===== src/rtl/rota_toplayici.sv =====
// Serial route collector feeding the rotadogrula validator, with reject counting and timed lockout.
// Optional idle-timeout discard of partial entries is enabled by defining ROTA_ZAMAN_ASIMI_EN.
module rota_toplayici #(
    parameter int ROTA_W      = 6,
    parameter int MAX_HATA    = 3,
    parameter int KILIT_SURE  = 16,
    parameter int ZAMAN_ASIMI = 32
) (
    input  logic              clk,
    input  logic              rst_n,
    input  logic              bit_gecerli,
    input  logic              bit_deger,
    input  logic              rota_dogru,
    output logic [ROTA_W-1:0] rota,
    output logic              rota_hazir,
    output logic              kabul,
    output logic              red,
    output logic              kilit,
    output logic [3:0]        hata_sayisi
);

    localparam int CNT_W = (ROTA_W > 2) ? $clog2(ROTA_W) : 1;
    localparam int TMR_W = (KILIT_SURE > 1) ? $clog2(KILIT_SURE) : 1;

    typedef enum logic [1:0] {TOPLA, KONTROL, KILIT} state_t;

    state_t              state_q, state_d;
    logic [ROTA_W-1:0]   rota_q, rota_d;
    logic [CNT_W-1:0]    cnt_q, cnt_d;
    logic [TMR_W-1:0]    timer_q, timer_d;
    logic [3:0]          hata_q, hata_d;
    logic                hazir_q, hazir_d;
    logic                kabul_q, kabul_d;
    logic                red_q, red_d;
    logic                kilit_q, kilit_d;

`ifdef ROTA_ZAMAN_ASIMI_EN
    localparam int IDLE_W = (ZAMAN_ASIMI > 2) ? $clog2(ZAMAN_ASIMI) : 1;
    logic [IDLE_W-1:0]   idle_q, idle_d;

    always_ff @(posedge clk or negedge rst_n) begin
        if (!rst_n) idle_q <= '0;
        else        idle_q <= idle_d;
    end
`else
    localparam int unused_zaman_asimi = ZAMAN_ASIMI;
`endif

    always_comb begin
        state_d = state_q;
        rota_d  = rota_q;
        cnt_d   = cnt_q;
        timer_d = timer_q;
        hata_d  = hata_q;
        hazir_d = 1'b0;
        kabul_d = 1'b0;
        red_d   = 1'b0;
        kilit_d = 1'b0;
`ifdef ROTA_ZAMAN_ASIMI_EN
        idle_d  = '0;
`endif
        case (state_q)
            TOPLA: begin
                if (bit_gecerli) begin
                    rota_d = {rota_q[ROTA_W-2:0], bit_deger};
                    if (cnt_q == CNT_W'(ROTA_W - 1)) begin
                        cnt_d   = '0;
                        state_d = KONTROL;
                        hazir_d = 1'b1;
                    end else begin
                        cnt_d = cnt_q + CNT_W'(1);
                    end
                end
`ifdef ROTA_ZAMAN_ASIMI_EN
                // A stalled partial entry is silently dropped; it is not a reject.
                else if (cnt_q != '0) begin
                    if (idle_q == IDLE_W'(ZAMAN_ASIMI - 1)) begin
                        cnt_d  = '0;
                        rota_d = '0;
                    end else begin
                        idle_d = idle_q + IDLE_W'(1);
                    end
                end
`endif
            end
            KONTROL: begin
                state_d = TOPLA;
                if (rota_dogru) begin
                    kabul_d = 1'b1;
                    hata_d  = 4'd0;
                end else begin
                    red_d = 1'b1;
                    if ((5'(hata_q) + 5'd1) < 5'(MAX_HATA)) begin
                        hata_d = hata_q + 4'd1;
                    end else begin
                        hata_d  = 4'(MAX_HATA);
                        state_d = KILIT;
                        timer_d = TMR_W'(KILIT_SURE - 1);
                        kilit_d = 1'b1;
                    end
                end
            end
            KILIT: begin
                // Bits strobed while locked are discarded by simply not looking at them.
                if (timer_q == '0) begin
                    state_d = TOPLA;
                    hata_d  = 4'd0;
                    rota_d  = '0;
                end else begin
                    timer_d = timer_q - TMR_W'(1);
                    kilit_d = 1'b1;
                end
            end
            default: state_d = TOPLA;
        endcase
    end

    always_ff @(posedge clk or negedge rst_n) begin
        if (!rst_n) begin
            state_q <= TOPLA;
            rota_q  <= '0;
            cnt_q   <= '0;
            timer_q <= '0;
            hata_q  <= 4'd0;
            hazir_q <= 1'b0;
            kabul_q <= 1'b0;
            red_q   <= 1'b0;
            kilit_q <= 1'b0;
        end else begin
            state_q <= state_d;
            rota_q  <= rota_d;
            cnt_q   <= cnt_d;
            timer_q <= timer_d;
            hata_q  <= hata_d;
            hazir_q <= hazir_d;
            kabul_q <= kabul_d;
            red_q   <= red_d;
            kilit_q <= kilit_d;
        end
    end

    assign rota        = rota_q;
    assign rota_hazir  = hazir_q;
    assign kabul       = kabul_q;
    assign red         = red_q;
    assign kilit       = kilit_q;
    assign hata_sayisi = hata_q;

endmodule


===== config.mk =====
export PLATFORM = sky130hd
export DESIGN_NAME = rota_toplayici
export DESIGN_NICKNAME = d
export VERILOG_FILES = /design/src/rtl/rota_toplayici.sv
export SDC_FILE = /design/constraint.sdc
export NUM_CORES = 1
export LEC_CHECK = 0
export CORE_AREA = 4 4 56 58
export CTS_CLUSTER_SIZE = 12
export DETAILED_ROUTE_END_ITERATION = 10
export DIE_AREA = 0 0 60 62
export PLACE_DENSITY = 0.71
export SLEW_MARGIN = 20
export SYNTH_ARGS = -nofsm -noshare
export SYNTH_HDL_FRONTEND = slang
export SYNTH_SLANG_ARGS = --single-unit

===== constraint.sdc =====
create_clock -name clk -period 2.1 [get_ports clk]
set_input_delay 0.315 -clock clk [delete_from_list [all_inputs] [get_ports clk]]
set_output_delay 0.315 -clock clk [all_outputs]
set_load 0.01 [all_outputs]

Yosys cells after proc, flatten, opt, wreduce, memory -nomap -nowiden
Index checks and enable logic that the tools add are counted.

storage, ports and cells
  flip-flop bits (word level) = 23
  input port bits = 5
  logic and storage cells = 61
  output and inout bits = 14

operators by class
  $lt $le $gt $ge = 1
  muxes and demuxes = 29
  reduce and logical (&&, ||, !) cells = 9
  add/sub/neg operators = 4
  eq/ne operators = 9

operators by type and width
  kind                 count
  $mux 4               6
  $pmux 4 s2           2
  $mux 6               2
  $ne 2x2->1 const B   6
  $pmux 6 s2           1
  $mux 1               10
  $mux 2               5
  $pmux 2 s3           1
  $reduce_and 3->1     2
  $add 4x1->5 const B  1
  $lt 5x2->1 const B   1
  $add 4x1->4 const B  1
  $logic_not 4->1      1
  $reduce_and 2->1     2
  $reduce_and 4->1     1
  $reduce_bool 2->1    2
  $sub 4x1->4 const B  1
  $add 3x1->3 const B  1
  $eq 3x3->1 const B   1
  $mux 3               1
  $eq 2x1->1 const B   1
  $eq 2x2->1 const B   1
  $logic_not 2->1      1
  $pmux 1 s2           1

Logic depth before layout (Yosys ltp)
Gate-level depths: netlist of run 1.

  depth after elaboration = 5
  depth in mapped cells = 9
  mapped depth without buffers = 7

Worst setup path after synthesis of run 1
OpenSTA, ideal clock, no wires.

  kind = register to register
  start point = register hata_q[0], in the netlist hata_sayisi[0]
  end point = register timer_q[0]
  period minus slack after synthesis = 1.697 ns
  data required time = 1.975 ns
  arrival time = 1.572 ns
  cell stages (with the launch flop) = 6
  buffers on the path = 0
  setup slack = 0.403 ns
  library setup time = 0.125 ns
  cell sequence = dfrtp_1 > ha_1 > nor2b_1 > a2111oi_4 > a21boi_4 > mux2_4

on the way
  longest elaborated chain between the ends = 4

RTL lines
  what                        RTL line  source
  from (decl)                 31        logic [3:0] hata_q, hata_d;
  from (signal assigned)      134       hata_q <= hata_d;
  $add 4x1->5                 93        if ((5'(hata_q) + 5'd1) < 5'(MAX_HATA)) begin
  $lt 5x2->1                  93
  $ne 2x2->1 (no line)        -
  $reduce_and 4->1 (no line)  -
  to (signal assigned)        133       timer_q <= timer_d;
  to (decl)                   30        logic [TMR_W-1:0] timer_q, timer_d;

No other way between the ends.
A chain may end at the register's enable or synchronous reset.

Worst setup path in the final report of run 1
  start point = register hata_q[0], in the netlist hata_sayisi[0]
  end point = register timer_q[1]

The elaborated chain is that of the path after synthesis.

==> impl_metrics.toml, run 1 <==
[floorplanning]
io_pins = 19
initial_utilization_pct = 47.1
fp.dieW_um = 60
die_h_um = 62
dieArea_mm2 = 0.00372
rows = 19
fp.coreArea_mm2 = 0.00266

[timing]
rsz0062_at_grt = "no"
fin_tns_setup_ns = 0
fmax_mhz = 539
worst_pin_slew_ns = 0.405
setup_viol = 0
relSlewSlack_pct = 72.8
fin_worst_skew_ns = 0.0110
min_period_ns = 1.85
period_share_pct = 88.3
hold_violations = 0
final_max_slew_viol_count = 0

[yosys]
syn_avg_cell_area_um2 = 10.7
synth_area_mm2 = 0.00125
syn_nets = 127
synth_edf_count = 0
ys_seq_area_share_pct = 45.9
synth_cells = 117
synth_warnings = 0
ys_seq_elements = 23
synth_flop_cell = "dfrtp_1"
synthArstFlopShare_pct = 100
synth_cell_types = 38

[clock_network]
postCtsHoldBufs = 0
tritoncts = "built"
cts_sinks = 23
cts_setup_buffers = 0
clock_latency_ns = 0.31
cts-root-buf = "clkbuf_4"
numCtsBuffers = 3
htree_num_levels = 1
clk_path_buf_depth = 2
clk_pin_slew_worst_paths_ns = 0.13
cts_repair_resize_count = 0

[pwr]
p_leak_nw = 0.646
power_density_mw_per_mm2 = 1170
finalPower_mw = 1.74
vdd_drop_max_uv = 950

[setup_path]
worstSetupEndpointType = "flip-flop"
worst-endpoint-required_ns = 2.31
critPathKind = "reg2reg"
worst_r2r_path_depth = 5
crit-reg2reg-launch = "hata_sayisi[0]$_DFFE_PN0P_"
crit_path_max_fanout = 6
startpoint = "hata_sayisi[0]$_DFFE_PN0P_"
worst-endpoint-arrival_ns = 2.07
r2r_end = "timer_q[1]$_DFFE_PN0P_"
r2r_slack_ns = 0.25
start_kind = "flip-flop"

[placement]
hpwl_um = 1810
place_area_mm2 = 0.00147
port_buffers = 18
gp_congestion = 0.782

[final_layout]
final_cell_mix = "23 x dfrtp_1, 18 x nand2_1, 18 x clkdlybuf4s50_1"
layout_commonest_cell = "dfrtp_1"
n_antenna_cell = 0
utilization_pct = 56.1
drive_above_1_share_pct = 15.8
area_delta_synth_final_pct = 18.9
nets = 150
stdcell_area_mm2 = 0.00149

[grt]
antenna_found_initial = 0
grt_usage_pct = 13.5
grt_pass1_wl_um = 3800
grt_pass1_vias = 861
grt-ovfl-total = 0
grt_start_max_net_pins = 24

[route]
drt-met1-wl_um = 1010
routed_wl_um = 2300
vias = 886
first_iter_violations = 28
drtAntennaViolNets = 0
met2_length_um = 1190
drt_first_pass_iters = 4
drc = 0
vias_per_cell = 5.21
top_layer_used = "met3"
dr_wl_met3_um = 102
routedWlPerCell_um = 13.6

[run_status]
status = "finished, final reports clean"

[min_path]
hold_path_class = "in2async"

[flow_run]
maxCapViolations = 0
==> worst max-delay path, cell delays in order, from the launching register on <==
cell,delay [ns]
dfrtp_1,0.47
ha_1,0.32
nor2b_1,0.35
a2111oi_4,0.08
a21boi_4,0.20
mux2_4,0.32
==> flip-flops by register name (all words and copies together), names as in the netlist <==
signal / cells
rota: 6
hata_sayisi: 4
timer_q: 4
cnt_q: 3
state_q: 2
kabul: 1
kilit: 1
red: 1
rota_hazir: 1
==> report_power, final <==
part           switching, mW  internal, mW  total, mW
Sequential             0.126         0.579      0.705
Combinational          0.410         0.423      0.833
Clock                  0.131        0.0742      0.205
==> routing by layer <==
metal | global-route usage [%] | vias up
li1 | - | 451
met1 | 16.2 | 422
met2 | 24.5 | 13
met3 | 3.93 | 0
met4 | 1.90 | 0
met5 | 0 | -
==> cells in the mapped netlist (all sizes together) (4+ instances only) <==
| master | number | area, um2 |
|---|---|---|
| a21oi | 4 | 23.8 |
| dfrtp | 23 | 576 |
| ha | 5 | 62.6 |
| inv | 8 | 30.0 |
| nand2 | 18 | 67.6 |
| nor3 | 4 | 20.0 |
| nor3b | 4 | 30.0 |
| o21a | 4 | 30.0 |
| o21ai | 9 | 45.0 |
==> stage by stage <==
stage | setup WS, ns | hold WS, ns | instances
after floorplan | 0.403 | 0.0194 | 117
after global placement | 0.339 | 0.464 | 166
after detailed placement | 0.263 | 0.484 | 166
after CTS | 0.240 | 0.339 | 170
after global routing | 0.145 | 0.349 | 170
final | 0.246 | 0.326 | 170
==> cell type report <==
| cell class | count | area (um2) |
|---|---|---|
| timing repair buffer | 21 | 203 |
| inverter | 8 | 30.0 |
| multi-input combinational | 83 | 619 |
| clock buffer | 4 | 26.3 |
| sequential | 23 | 576 |
| fill | 244 | 1170 |
| tap | 31 | 38.8 |
==> cells by family after synthesis <==
family	synth area share, %
fa+ha+maj	4.99
simple gates	18.6
mux	3.59
flops	45.9
xor+xnor	1.40
buf+inv	4.79
compound gates	20.7
==> how the worst max path moves through the flow <==
stage | endpoint | slack [ns] | cells after the start
CTS | timer_q[1]$_DFFE_PN0P_ | 0.24 | 5
floorplan | timer_q[0]$_DFFE_PN0P_ | 0.40 | 5
global placement | timer_q[0]$_DFFE_PN0P_ | 0.34 | 5
detailed placement | timer_q[1]$_DFFE_PN0P_ | 0.26 | 5
finish | timer_q[1]$_DFFE_PN0P_ | 0.25 | 5
global route | timer_q[1]$_DFFE_PN0P_ | 0.15 | 5
(Power assumes the default switching activity.)
==> run 2, diff against run 1 <==
CTS_CLUSTER_DIAMETER = 40   (was default)
==> results of run 2 <==
Final layout, timing and power as in run 1 (identical DEF).
==> variant 1 (config.mk and constraints of run 2) <==
The option `ROTA_ZAMAN_ASIMI_EN` is turned on by a define.
--- a/src/rtl/rota_toplayici.sv
+++ b/src/rtl/rota_toplayici.sv
@@ -1,5 +1,7 @@
 // Serial route collector feeding the rotadogrula validator, with reject counting and timed lockout.
 // Optional idle-timeout discard of partial entries is enabled by defining ROTA_ZAMAN_ASIMI_EN.
+`define ROTA_ZAMAN_ASIMI_EN
+
 module rota_toplayici #(
     parameter int ROTA_W      = 6,
     parameter int MAX_HATA    = 3,
Function: no difference found for any inputs over 10 cycles, from zero or initial values and one cycle with rst_n low; that may be too few to reach the edited logic, so the function may still have changed.
==> variant 1 against run 2 <==
Sequential cell count up 5. Utilization up 6.3 points. Cell area up 11%. Worst setup slack better by 0.031 ns. Fmax up 1.7%. Count of clock-buffer cells in the layout unchanged. Area after synthesis up 11%. Power up 17%. Routed wire length up 15%. Critical endpoint is now rota[4]$_DFFE_PN0P_. Largest power group unchanged.
==> variant 1: results (changes against run 2) <==
- Number of post-CTS setup repair buffers: 0 (unchanged)
- First-pass GRT wire length: 4610 µm (+21%)
- Tot GR Track Use: 16.7% (+3.2 points)
- Largest net degree at the start of global routing: 29 (+21%)
- Ant. Diodes: 0 (unchanged)
- RePlAce Congestion: 0.832 (+6.4%)
- Mapped Nets: 147 (+16%)
- CP arrival: 2.10 ns (+0.03 ns)
- CTS HTree Levels: 1 (unchanged)
- WL met3: 65 µm (-36%)
- Status: finished, final reports clean
- Root Buffer: clkbuf_4
- Clk Latency, worst-skew pair: 0.32 ns
- Clock Pin Slew Worst Setup and Hold Paths: 0.15 ns (+0.02 ns)
- List of most frequent post-synthesis cells: dfrtp_1 (28), nand2_1 (19), inv_1 (10), nor2_1 (10), ha_1 (7)
- Synth unique cells: 39 (+2.6%)
- Port bufs: 18 (unchanged)
- Met1 usage: 20.1% (+3.9 points)
- Peak supply drop: 0.000857 V (-9.8%)
- Setup skew after layout: 0.0116 ns (+0.000517 ns)
- Post-synthesis xor/xnor area fraction: 1.26% (-0.13 points)
- Layout cells sized above 1: 8.86% (-7.0 points)
- Initial antenna violation count: 0 (unchanged)
- Post-synthesis compound-gate area fraction: 15.8% (-5.0 points)
- WL met1: 1200 µm (+19%)
- Post-Synth Adder-Cell Area: 6.31% (+1.3 points)
- DR vias/cell: 5.50 (+5.6%)
- Area contributors post-synth: dfrtp_1 (50%), ha_1 (6.3%), nand2_1 (5.1%)
- Async S/R FF share, synth: 100% (unchanged)
- Yosys synthesis warning count: 0 (unchanged)
- Wire length on met2: 1370 µm (+15%)
- Routed length per instance: 14.1 µm (+3.7%)
- Starting DRT DRC Count: 50 (+79%)
- Hold Crit Class: in2async
- Ys flop type: dfrtp_1
- Pleak: 0.791 nW (+22%)
- Nets: 171 (+14%)
- Worst Path Max Fanout: 14 (+8)
- Drt pass-1 iters: 4 (unchanged)
- Detailed placer's ending HPWL: 1970 µm (+9.1%)
- Met3 usage: 3.10% (-0.83 points)
- Post-synthesis sequential area ratio: 50.5% (+4.6 points)
- Number of global-route vias before repair: 1067 (+24%)
- Post-cts repair resize count: 0 (unchanged)
- Max reg flops: 6 (unchanged)
- DR top layer: met4
- Clock buffer count from CTS: 3 (unchanged)
- Max clock buf depth: 2 (unchanged)
- Worst-Margin Slew: 0.482 ns (+0.0763 ns)
- Grt met2 use: 29.0% (+4.5 points)
- Share of synthesized area spent on multiplexers: 1.89% (-1.7 points)
[variant 1: worst paths after layout]
kind                                        startpoint                      to  slack, ns  cells after the start
worst max-delay path            state_q[0]$_DFFE_PN0P_     rota[4]$_DFFE_PN0P_       0.28                      6
worst min-delay path                             rst_n     idle_q[2]$_DFF_PN0_       0.36                      2
worst max register to register  state_q[0]$_DFFE_PN0P_     rota[4]$_DFFE_PN0P_       0.28                      6
worst min register to register     idle_q[0]$_DFF_PN0_     idle_q[0]$_DFF_PN0_       0.48                      1
max in group asynchronous                        rst_n  timer_q[3]$_DFFE_PN0P_       1.47                      2
min in group clk                   idle_q[0]$_DFF_PN0_     idle_q[0]$_DFF_PN0_       0.48                      1
[variant 1: final cells by class]
cell class	instances	area, µm²
fillers	227	1000
flip-flops and latches	28	701
multi-input cells	94	638
repair buffers	22	210
well taps	31	38.8
inverters	10	37.5
clock buffers	4	36.3
[variant 1: worst max-delay path, cell delays in order (launching register included)]
cell      delay [ns]
dfrtp_1         0.44
inv_1           0.09
ha_1            0.45
nand2b_1        0.17
o22ai_1         0.44
nand2_1         0.10
nand2_1         0.08
[variant 1: where the power goes]
part / leakage, nW / switching, mW / internal, mW / total, mW
sequential: 0.363 / 0.147 / 0.700 / 0.847
clock: 0.0210 / 0.149 / 0.106 / 0.255
combinational: 0.407 / 0.495 / 0.446 / 0.942
total: 0.791 / 0.792 / 1.25 / 2.04
[variant 1: stage by stage]
stage	area (µm²)	power [mW]	util [%]	setup WS, ns	std cells
floorplan	1390	1.47	-	0.389	135
global placement	1630	1.76	61.0	0.291	185
detailed placement	1630	1.80	61.0	0.275	185
CTS	1660	2.06	62.4	0.277	189
global route	1660	2.22	62.4	0.107	189
finish	1660	2.04	62.4	0.277	189
==> variant 2 (settings of run 2) <==
Without the edit above. Remove the register `kabul_q`: a continuous assignment takes its place, so the output `kabul` follows one clock earlier.
--- a/src/rtl/rota_toplayici.sv
+++ b/src/rtl/rota_toplayici.sv
@@ -123,7 +123,6 @@
             timer_q <= '0;
             hata_q  <= 4'd0;
             hazir_q <= 1'b0;
-            kabul_q <= 1'b0;
             red_q   <= 1'b0;
             kilit_q <= 1'b0;
         end else begin
@@ -133,11 +132,12 @@
             timer_q <= timer_d;
             hata_q  <= hata_d;
             hazir_q <= hazir_d;
-            kabul_q <= kabul_d;
             red_q   <= red_d;
             kilit_q <= kilit_d;
         end
     end
+
+    assign kabul_q = kabul_d;
 
     assign rota        = rota_q;
     assign rota_hazir  = hazir_q;
Check against the original RTL: not equivalent (a bounded check fails within 10 cycles, from zero or initial values and one cycle with rst_n low).
==> variant 2 against run 2 <==
Worst setup slack got worse by 0.077 ns. Fmax decreased by 4.0%. Power is 7.3% higher. Cell area up 0.67%. Worst hold slack improved by 0.011 ns. Sequential cell count down 1. Critical path depth up 1. Combinational power grew 3.1%. Area after synthesis fell by 4.2%. Non-clock buffer count unchanged. Routed wire length grew 1.3%. Synthesized cell count fell by 5.1%. Global-route usage is 1.2 points higher. Critical path type unchanged. Largest power group unchanged.
==> variant 2: results (changes against run 2) <==
- Largest net degree at the start of global routing: 23 (-4.2%)
- First-pass GRT wire length: 4110 µm (+8.2%)
- Comb. pwr: 0.859 mW (+3.1%)
- Tot GR Track Use: 14.7% (+1.2 points)
- Cell count after placement: 160 (-3.6%)
- Peak supply drop: 0.000748 V (-21%)
- Area contributors post-synth: dfrtp_1 (46%), ha_1 (5.2%), a21o_1 (5.0%)
- Worst Path Max Fanout: 10 (+4)
- Slowest stage delay, CP: 0.44 ns (-0.03 ns)
- WL met1: 1090 µm (+7.1%)
- Number of post-CTS setup repair buffers: 0 (unchanged)
- Post-synthesis compound-gate area fraction: 22.2% (+1.4 points)
- DR top layer: met4
- Met1 usage: 18.8% (+2.6 points)
- Crit path max-delay family: compound AO/OA/AOI/OAI gates
- Non-clock buffer share: 13.7% (+0.076 points)
- Pleak: 0.723 nW (+12%)
- Starting DRT DRC Count: 27 (-3.6%)
- Multi-In Gates: 76 (-8.4%)
- Inverters: 11 (+3)
- Clock Pin Slew Worst Setup and Hold Paths: 0.12 ns
- Via count: 886 (unchanged)
- FF/Latch Area: 551 µm² (-4.3%)
- RePlAce Congestion: 0.836 (+7.0%)
- Dpl ws: 0.210 ns (-0.0524 ns)
- WL met3: 68 µm (-33%)
- Post-cts repair resize count: 2 (+2)
- Nets: 145 (-3.3%)
- CTS Sinks: 22 (-4.3%)
- Mapped Nets: 121 (-4.7%)
- DR vias/cell: 5.37 (+3.0%)
- Status: finished, final reports clean
- Post-Place Cell Area: 1430 µm² (-2.6%)
- Flip-flop and latch power: 0.686 mW (-3%)
- Detailed placer's ending HPWL: 1760 µm (-2.4%)
- Wire length on met2: 1160 µm (-2.6%)
- Post-Synth Adder-Cell Area: 5.20% (+0.22 points)
- Final Util: 56.4% (+0.38 points)
- Clock buf/inv share: 3.50% (+1.7 points)
- Routed WL: 2330 µm (+1.3%)
- Fillers: 241 (-1.2%)
- CP arrival: 2.14 ns (+0.07 ns)
- List of most frequent post-synthesis cells: dfrtp_1 (22), inv_1 (9), a21o_1 (8)
- Post-synthesis sequential area ratio: 45.8% (-0.077 points)
- Synth unique cells: 36 (-5.3%)
- Combinational Power Share: 45.9% (-1.9 points)
- Share of synthesized area spent on multiplexers: 3.43% (-0.16 points)
- Number of global-route vias before repair: 956 (+11%)
- Worst rel slew slack: 69.5% (-3.4 points)
- Met3 usage: 2.69% (-1.2 points)
- Layout cells sized above 1: 14.9% (-0.90 points)
## variant 2: cell count changes after synthesis, moves of 2 or more
cell / run 2 / this run
inv_1: 5 / 9
o21ai_1: 2 / 0
buf_6: 2 / 0
o21ai_0: 7 / 4
nand2_1: 18 / 6
nor3b_1: 4 / 7
a21o_1: 1 / 8
nor2_1: 2 / 4
## variant 2: worst paths after layout
kind | depth (start not counted) | slack [ns] | from | to
max in group asynchronous | 2 | 1.53 | rst_n | state_q[1]$_DFFE_PN0P_
min | 2 | 0.34 | rst_n | timer_q[3]$_DFFE_PN0P_
max | 6 | 0.17 | state_q[0]$_DFFE_PN0P_ | timer_q[1]$_DFFE_PN0P_
min in group clk | 1 | 0.50 | rota[5]$_DFFE_PN0P_ | rota[5]$_DFFE_PN0P_
max reg2reg | 6 | 0.17 | state_q[0]$_DFFE_PN0P_ | timer_q[1]$_DFFE_PN0P_
min reg2reg | 1 | 0.50 | rota[5]$_DFFE_PN0P_ | rota[5]$_DFFE_PN0P_
